$ cat src/rtl/riscv_branch_predictor.sv
// riscv_branch_predictor: direct-mapped BTB plus a table of 2-bit saturating
// counters. Fetch gets a same-cycle prediction; execute trains both tables.
// Optional gshare indexing of the counter table: define RISCV_BP_GSHARE_EN.

package riscv_types_pkg;
  typedef logic [31:0] addr_t;

  typedef struct packed {
    logic  predict_taken;
    addr_t predict_target;
    logic  btb_hit;
  } branch_prediction_t;

  typedef struct packed {
    logic  update_valid;
    addr_t update_pc;
    logic  actual_taken;
    addr_t actual_target;
    logic  is_branch;
  } branch_update_t;
endpackage

module riscv_branch_predictor
  import riscv_types_pkg::*;
#(
  parameter int BTB_ENTRIES = 64,
  parameter int PHT_ENTRIES = 256,
  parameter int GHR_W       = 8
) (
  input  logic               clk_i,
  input  logic               rst_ni,
  input  logic               fetch_valid_i,
  input  addr_t              fetch_pc_i,
  output branch_prediction_t prediction_o,
  input  branch_update_t     update_i
);

  localparam int IDX_W  = $clog2(BTB_ENTRIES);
  localparam int PIDX_W = $clog2(PHT_ENTRIES);
  localparam int TAG_W  = 30 - IDX_W;

  // History must fit inside the counter index it is folded into.
  if (GHR_W > PIDX_W) begin : g_bad_ghr
    $error("GHR_W must not exceed log2(PHT_ENTRIES)");
  end

  logic             btb_valid  [BTB_ENTRIES];
  logic [TAG_W-1:0] btb_tag    [BTB_ENTRIES];
  addr_t            btb_target [BTB_ENTRIES];
  logic [1:0]       pht        [PHT_ENTRIES];

  logic [IDX_W-1:0]  f_idx, u_idx;
  logic [TAG_W-1:0]  f_tag, u_tag;
  logic [PIDX_W-1:0] f_pidx, u_pidx;
  logic [1:0]        ctr_next;
  logic              update_en, btb_write;

  // The two low PC bits never select anything.
  logic unused_pc_bits;
  assign unused_pc_bits = ^update_i.update_pc[1:0];

  assign f_idx = fetch_pc_i[IDX_W+1:2];
  assign f_tag = fetch_pc_i[31:IDX_W+2];
  assign u_idx = update_i.update_pc[IDX_W+1:2];
  assign u_tag = update_i.update_pc[31:IDX_W+2];

  assign update_en = rst_ni && update_i.update_valid;
  assign btb_write = update_en && (update_i.actual_taken || !update_i.is_branch);

`ifdef RISCV_BP_GSHARE_EN
  logic [GHR_W-1:0] ghr;

  // Non-speculative global history, shifted by resolved conditional branches.
  always_ff @(posedge clk_i) begin
    if (!rst_ni) begin
      ghr <= '0;
    end else if (update_i.update_valid && update_i.is_branch) begin
      ghr <= {ghr[GHR_W-2:0], update_i.actual_taken};
    end
  end

  assign f_pidx = fetch_pc_i[PIDX_W+1:2] ^ PIDX_W'(ghr);
  assign u_pidx = update_i.update_pc[PIDX_W+1:2] ^ PIDX_W'(ghr);
`else
  assign f_pidx = fetch_pc_i[PIDX_W+1:2];
  assign u_pidx = update_i.update_pc[PIDX_W+1:2];
`endif

  // Lookup: zero-latency read of the registered tables, no update bypass.
  // NOTE: combinational blocks use blocking '=' and assign every output a
  // default first, so no latch is inferred on any path.
  always_comb begin
    prediction_o = '0;
    if (rst_ni && fetch_valid_i) begin
      prediction_o.btb_hit       = btb_valid[f_idx] && (btb_tag[f_idx] == f_tag);
      prediction_o.predict_taken = prediction_o.btb_hit && pht[f_pidx][1];
      prediction_o.predict_target = prediction_o.predict_taken ? btb_target[f_idx]
                                                               : fetch_pc_i + 32'd4;
    end
  end

  // Counter training: saturating step for branches, force strongly-taken for jumps.
  always_comb begin
    ctr_next = pht[u_pidx];
    if (!update_i.is_branch) begin
      ctr_next = 2'b11;
    end else if (update_i.actual_taken) begin
      if (pht[u_pidx] != 2'b11) ctr_next = pht[u_pidx] + 2'd1;
    end else begin
      if (pht[u_pidx] != 2'b00) ctr_next = pht[u_pidx] - 2'd1;
    end
  end

  // Control state: valid bits and counters, cleared by reset.
  // NOTE: sequential state uses non-blocking '<=' so every flop samples
  // pre-edge values regardless of statement order.
  always_ff @(posedge clk_i) begin
    if (!rst_ni) begin
      for (int i = 0; i < BTB_ENTRIES; i++) btb_valid[i] <= 1'b0;
      for (int i = 0; i < PHT_ENTRIES; i++) pht[i] <= 2'b01;
    end else if (update_i.update_valid) begin
      if (btb_write) btb_valid[u_idx] <= 1'b1;
      pht[u_pidx] <= ctr_next;
    end
  end

  // BTB payload: tag and target are written on allocation only.
  // NOTE: payload arrays are deliberately not reset; the valid bit guards
  // them, which keeps them plain RAM without a reset fan-out.
  always_ff @(posedge clk_i) begin
    if (btb_write) begin
      btb_tag[u_idx]    <= u_tag;
      btb_target[u_idx] <= update_i.actual_target;
    end
  end

endmodule

$ cat config.mk
export PLATFORM = sky130hd
export DESIGN_NAME = riscv_branch_predictor
export DESIGN_NICKNAME = d
export VERILOG_FILES = /design/src/rtl/riscv_branch_predictor.sv
export SDC_FILE = /design/constraint.sdc
export NUM_CORES = 2
export LEC_CHECK = 0
export BUFFER_PORTS_ARGS = -buffer_cell sky130_fd_sc_hd__buf_2
export CELL_PAD_IN_SITES_DETAIL_PLACEMENT = 1
export CELL_PAD_IN_SITES_GLOBAL_PLACEMENT = 2
export CORE_ASPECT_RATIO = 2
export CORE_MARGIN = 8
export CORE_UTILIZATION = 38
export CTS_BUF_LIST = sky130_fd_sc_hd__clkbuf_8
export DETAILED_ROUTE_END_ITERATION = 12
export PLACE_DENSITY_LB_ADDON = 0.12
export SETUP_SLACK_MARGIN = 0.05
export SYNTH_ARGS = -nofsm -noshare
export SYNTH_HDL_FRONTEND = slang
export SYNTH_MEMORY_MAX_BITS = 65536
export SYNTH_SLANG_ARGS = --single-unit
$ cat constraint.sdc
create_clock -name clk_i -period 9.32 [get_ports clk_i]
set_clock_uncertainty 0.05 [all_clocks]
set_input_delay 0 -clock clk_i [delete_from_list [all_inputs] [get_ports clk_i]]
set_output_delay 0 -clock clk_i [all_outputs]
set_load 0.005 [all_outputs]
; ---- Word level (Yosys, flattened, before mapping)
; Memory sizes are Yosys's and may differ from the RTL's.
; Index checks and enable logic that the tools add are counted.
; W data, S select, Z words.
[totals]
reg_bits = 0
ram_bits = 4160
input_bits = 102
output_inout_bits = 34
word_cells = 40
n_memories = 4
[mem_list]
columns = name, depth, word_bits, rd, rd_ports_with_merged_regs, wr, line_no
row1 = btb_target, 64, 32, 1, 0, 1, 49  ; addr_t btb_target [BTB_ENTRIES];
row2 = btb_tag, 64, 24, 1, 0, 1, 48  ; logic [TAG_W-1:0] btb_tag [BTB_ENTRIES];
row3 = pht, 256, 2, 2, 0, 256, 50  ; logic [1:0] pht [PHT_ENTRIES];
row4 = btb_valid, 64, 1, 1, 0, 64, 47  ; logic btb_valid [BTB_ENTRIES];
[op_classes]
add_sub_neg = 3
eq_ne = 2
n_mux = 21
n_reduce_logical = 10
[op_table]
columns = op, n
row1 = $mux W34, 1
row2 = $add A32 B3 Y32 const B, 1
row3 = $mux W32, 1
row4 = $eq A24 B24 Y1, 1
row5 = $mux W1, 12
row6 = $mux W2, 5
row7 = $mux W8, 1
row8 = $mux W6, 1
row9 = $logic_and A1 B1 Y1, 5
row10 = $add A2 B1 Y2 const B, 1
row11 = $ne A2 B2 Y1 const B, 1
row12 = $reduce_bool A2 Y1, 1
row13 = $reduce_or A2 Y1, 1
row14 = $sub A2 B1 Y2 const B, 1
row15 = $logic_not A1 Y1, 1
row16 = $logic_or A1 B1 Y1, 1
row17 = $reduce_or A1 Y1, 1

; ---- Logic depth before layout (Yosys ltp)
[depth]
ltp_word = 9
ltp_mapped = 19
mapped_depth_nobuf = 10

; ---- Least setup slack after synthesis
; Ideal clock, no wire load.
[synth_timing]
path_type = input to register
from = in update_i[38] (netlist name)
to = mem btb_tag[60][0] (netlist name) (enable)
setup_time_ns = 0.541
arrival_ns = 5.639
required_ns = 8.729
slack_ns = 3.091
cell_stages = 6
path_buffers = 4
cell_sequence = buf_2 -> buf_1 -> buf_1 -> clkbuf_1 -> nand2_1 -> nor3_1
[synth_rtl]
columns = element, line_no
row1 = "start, declared", 35  ; input branch_update_t update_i
row2 = "end, declared", 48
; No word-level cell before the write port.

==> results <==
- Dividing the detail-routed wire length by the instance count gives about 42 um.
- The wire length of the first global-routing pass is 825.8 mm.
- The die is 953.3 um tall.
- Counting distinct cell types in the post-synthesis netlist gives 59.
- Dividing the final minimum period by the clock period gives 74.60%.
- Relative to the synthesized area, the layout overhead comes to 12.09%.
- The total clock sinks is 4160.
- The worst endpoint required time is between 9000 and 10000 ps.
- The library cell used most frequently in the layout, excluding fill and tap cells, is sky130_fd_sc_hd__edfxtp_1.
- Summing every instance area after synthesis gives 166900 um^2.
- The worst hold path belongs to the class in2reg.
- The first detailed-routing pass took 5 iterations.
- The number of pins with negative max-slew slack in the final report is 0.
- Buffers added to address setup during post-CTS repair amount to 0.
- The static leakage power is between 50 and 60 nW.
- After detailed routing, the total wire length is ~600 mm.
- The fraction of power consumed by the clock network is 37.6%.
- The largest fanout of any net on the critical path is 39.
- Sequential cells burn ~56% of the power.
- The switching share of power is between 20% and 30%.
- The count of yosys warnings during synthesis is 0.
- The top cell types in the final layout, fill and taps aside, are sky130_fd_sc_hd__edfxtp_1, sky130_fd_sc_hd__mux4_2, sky130_fd_sc_hd__clkbuf_8.
- Setup violations remaining at the end of the flow were counted as 0.
- Input and output buffers added on the ports amount to 133.
- The die covers 462000 um^2.
- The flow ran to the end, and the final reports show no timing, DRC or antenna violations.
- The register bit total from synthesis is 4160.
- 136 I/O pins were placed.
- Timing would allow up to 143.8 MHz.
- The worst setup path is launched from a register.
- The total DRC errors in the routed layout is 0.
- The tool flagged a number of max-cap violations equal to 0.
- The post-route minimum period is 6953 ps.
- Counting every instance in the synthesized netlist gives between 8000 and 9000.
- The main flop type after synthesis is sky130_fd_sc_hd__edfxtp_1.
- The die is about 480 um wide.
- The number of nets in the final layout is 8650.
- Setup repair after global routing left no endpoint under its margin.
- In this run the clock root is driven by a sky130_fd_sc_hd__clkbuf_8.
- The arrival time of data at the critical path endpoint is a little under 7000 ps.
- The total half-perimeter wirelength after legalization and detailed placement is around 360 mm.
- In this run, the number of DRC markers left after iteration 0 of detailed routing was about 8700.
- The floorplan has 344 rows.
- The worst vdd rail ir drop is roughly 0.00010 V.
- The total area inside the core boundary comes to 438200 um^2.
- In this run the tightest slew margin relative to its limit is between 10% and 20%.
- The initial antenna violation count is 56.
- The congestion estimate from routability-driven global placement came to about 0.84.
- The net count after synthesis is 8137.
- The number of endpoints with negative hold slack in the final report was 0.
- The filler cells instantiated in the layout total ~40000.
- Counting flops with a built-in enable in the synthesized netlist gives between 4000 and 5000.
- The fraction of final layout cells with drive strength greater than 1 is 28.02%.
- The final global-route overflow total is 0.
- Setup total negative slack on the finished layout was measured at 0 ps.
- The power share of the combinational group is 6.5%.
- Across every metal layer, demand over resource in global routing totals 26.00%.
- TritonCTS built the clock tree.
- The worst setup path is captured at a primary output.
- The vias after detailed routing is 89140.
- The worst setup path is of the reg2out kind.
- The average size of a mapped cell is 20.78 um^2.
- The sequential element share of the synthesized area is 74.45%.
- For this configuration, the core starts out at a cell density of 38.10%.
- The clock passes through at most 4 buffers.
- After detailed routing, the number of vias per cell comes to slightly above 6.
- The cell-internal power is between 20 and 30 mW.
- The H-tree generated during clock tree synthesis spans 6 levels.
- The transition time at the pin with the least slew margin is around 1300 ps.
- In this run the remaining antenna-violating nets after routing total 0.
- Buffers inserted during clock tree synthesis total 608.
- The clock-pin slew on the worst setup and hold paths is about 60 ps.
- The number of global-route vias before repair came to about 95000.
- The areal power density over the cells is 197.6 nW/um^2.
- For this run, the share of the core covered by cells in the final layout is 42.70%.
- In this run the power spent charging and discharging nets is ~8.9 mW.
- The fraction of registers with async set/reset is 0%.
- The largest net degree at the start of global routing is between 150 and 200.
- The insertion delay to the later sink of the worst-skew pair is between 1000 and 1500 ps.
## per-layer routing
| layer | global-route usage, % | wire, um |
|---|---|---|
| met1 | 28.56 | 210900 |
| met2 | 48.76 | 334100 |
| met3 | 3.751 | 31740 |
| met4 | 13.01 | 37940 |
| met5 | 0 | 91 |
## cell usage after synthesis (25+ instances only)
master / number / share of area (%)
sky130_fd_sc_hd__buf_1: 30 / 0.067
sky130_fd_sc_hd__a21o_1: 64 / 0.29
sky130_fd_sc_hd__buf_4: 66 / 0.30
sky130_fd_sc_hd__a21oi_1: 82 / 0.25
sky130_fd_sc_hd__nand3_1: 308 / 0.92
sky130_fd_sc_hd__a221oi_1: 27 / 0.14
sky130_fd_sc_hd__a22oi_1: 106 / 0.48
sky130_fd_sc_hd__dfxtp_1: 64 / 0.77
sky130_fd_sc_hd__inv_1: 38 / 0.085
sky130_fd_sc_hd__nand2_1: 201 / 0.45
sky130_fd_sc_hd__xnor2_1: 30 / 0.16
sky130_fd_sc_hd__mux4_2: 1223 / 17
sky130_fd_sc_hd__nor2_1: 150 / 0.34
sky130_fd_sc_hd__edfxtp_1: 4096 / 74
sky130_fd_sc_hd__buf_6: 25 / 0.17
sky130_fd_sc_hd__mux2i_1: 245 / 1.5
sky130_fd_sc_hd__nor3_1: 268 / 0.80
sky130_fd_sc_hd__a31oi_1: 27 / 0.10
sky130_fd_sc_hd__clkbuf_1: 350 / 0.79
sky130_fd_sc_hd__o21ai_0: 282 / 0.85
sky130_fd_sc_hd__buf_2: 138 / 0.41
## power by group through the flow
stage	clock, mW	sequential, mW	combinational [mW]
after floorplan	0	21.0	1.30
after global placement	0	21.1	2.36
after detailed placement	0	21.1	2.40
after CTS	14.3	20.7	2.44
after global routing	14.8	20.7	2.51
final	13.9	20.7	2.41
## flip-flops by register name, indices dropped and copies added (netlist names)
register / count
btb_target: 2048
btb_tag: 1536
pht: 512
btb_valid: 64
## layout make-up
type,count,area (um^2),share of cell area (%)
antenna,22,55.05,0.02942
clock buffer,642,8836,4.722
clock inverter,419,2053,1.097
inverter,41,168.9,0.09027
multi-input combinational,3224,40360,21.57
sequential,4160,124300,66.42
tap,5709,7143,3.818
timing repair buffer,512,4223,2.257
## cells by family (layout without fill, tap and decap cells)
group	Yosys count	after routing	synth area share (%)
AO/OA/AOI/OAI	681	681	2.575
XOR/XNOR	50	50	0.2623
adder cells (fa/ha/maj)	2	2	0.01424
buffers and inverters	650	1614	1.826
flip-flops	4160	4160	74.45
multiplexers	1471	1471	17.99
other	0	22	0
AND/OR/NAND/NOR	1020	1020	2.883
## worst max-delay path, stage by stage, from the launching register on
cell and delay [ps]:
sky130_fd_sc_hd__edfxtp_1 360, sky130_fd_sc_hd__mux4_2 240, sky130_fd_sc_hd__nand2_1 50, sky130_fd_sc_hd__a31oi_1 640, sky130_fd_sc_hd__a21oi_1 260, sky130_fd_sc_hd__o41ai_1 1100, sky130_fd_sc_hd__a311o_2 1120, sky130_fd_sc_hd__nand3_2 1010
sky130_fd_sc_hd__a21oi_1 780, sky130_fd_sc_hd__buf_2 220
## path summary, 6_finish.rpt
check,slack (ps),from,cells past startpoint,end
worst max-delay path,2370,pht[158][1]$_SDFFCE_PN0P_,9,prediction_o[8]
worst min-delay path,120,update_i[11],2,btb_target[30][10]$_DFFE_PP_
worst max register to register,4390,pht[178][1]$_SDFFCE_PN0P_,10,pht[29][0]$_SDFFCE_PN1P_
worst min register to register,400,btb_valid[13]$_DFF_P_,1,btb_valid[13]$_DFF_P_
## timing repair
item,4_1_cts,5_1_grt
resized for setup,0,0
endpoints found under the setup margin,0,0
hold endpoints to repair,4413,0
hold buffers,72,0
## through the flow
| stage | hold slack [ps] | instance area [um^2] | worst slack, ps | total power, mW | instances |
|---|---|---|---|---|---|
| 2_1_floorplan | 48.87 | 166900 | 3091 | 22.35 | 8034 |
| 5_1_grt | 114.8 | 187100 | 2474 | 38.01 | 14720 |
| 3_3_place_gp | 362.9 | 175500 | 2724 | 23.42 | 13570 |
| 3_5_place_dp | 357.8 | 175500 | 2741 | 23.47 | 13570 |
| 4_1_cts | 3.631 | 187100 | 2449 | 37.37 | 14710 |
| 6_report | 116.4 | 187100 | 2367 | 36.98 | 14730 |
Note: power is estimated with default switching activity, not from simulation.
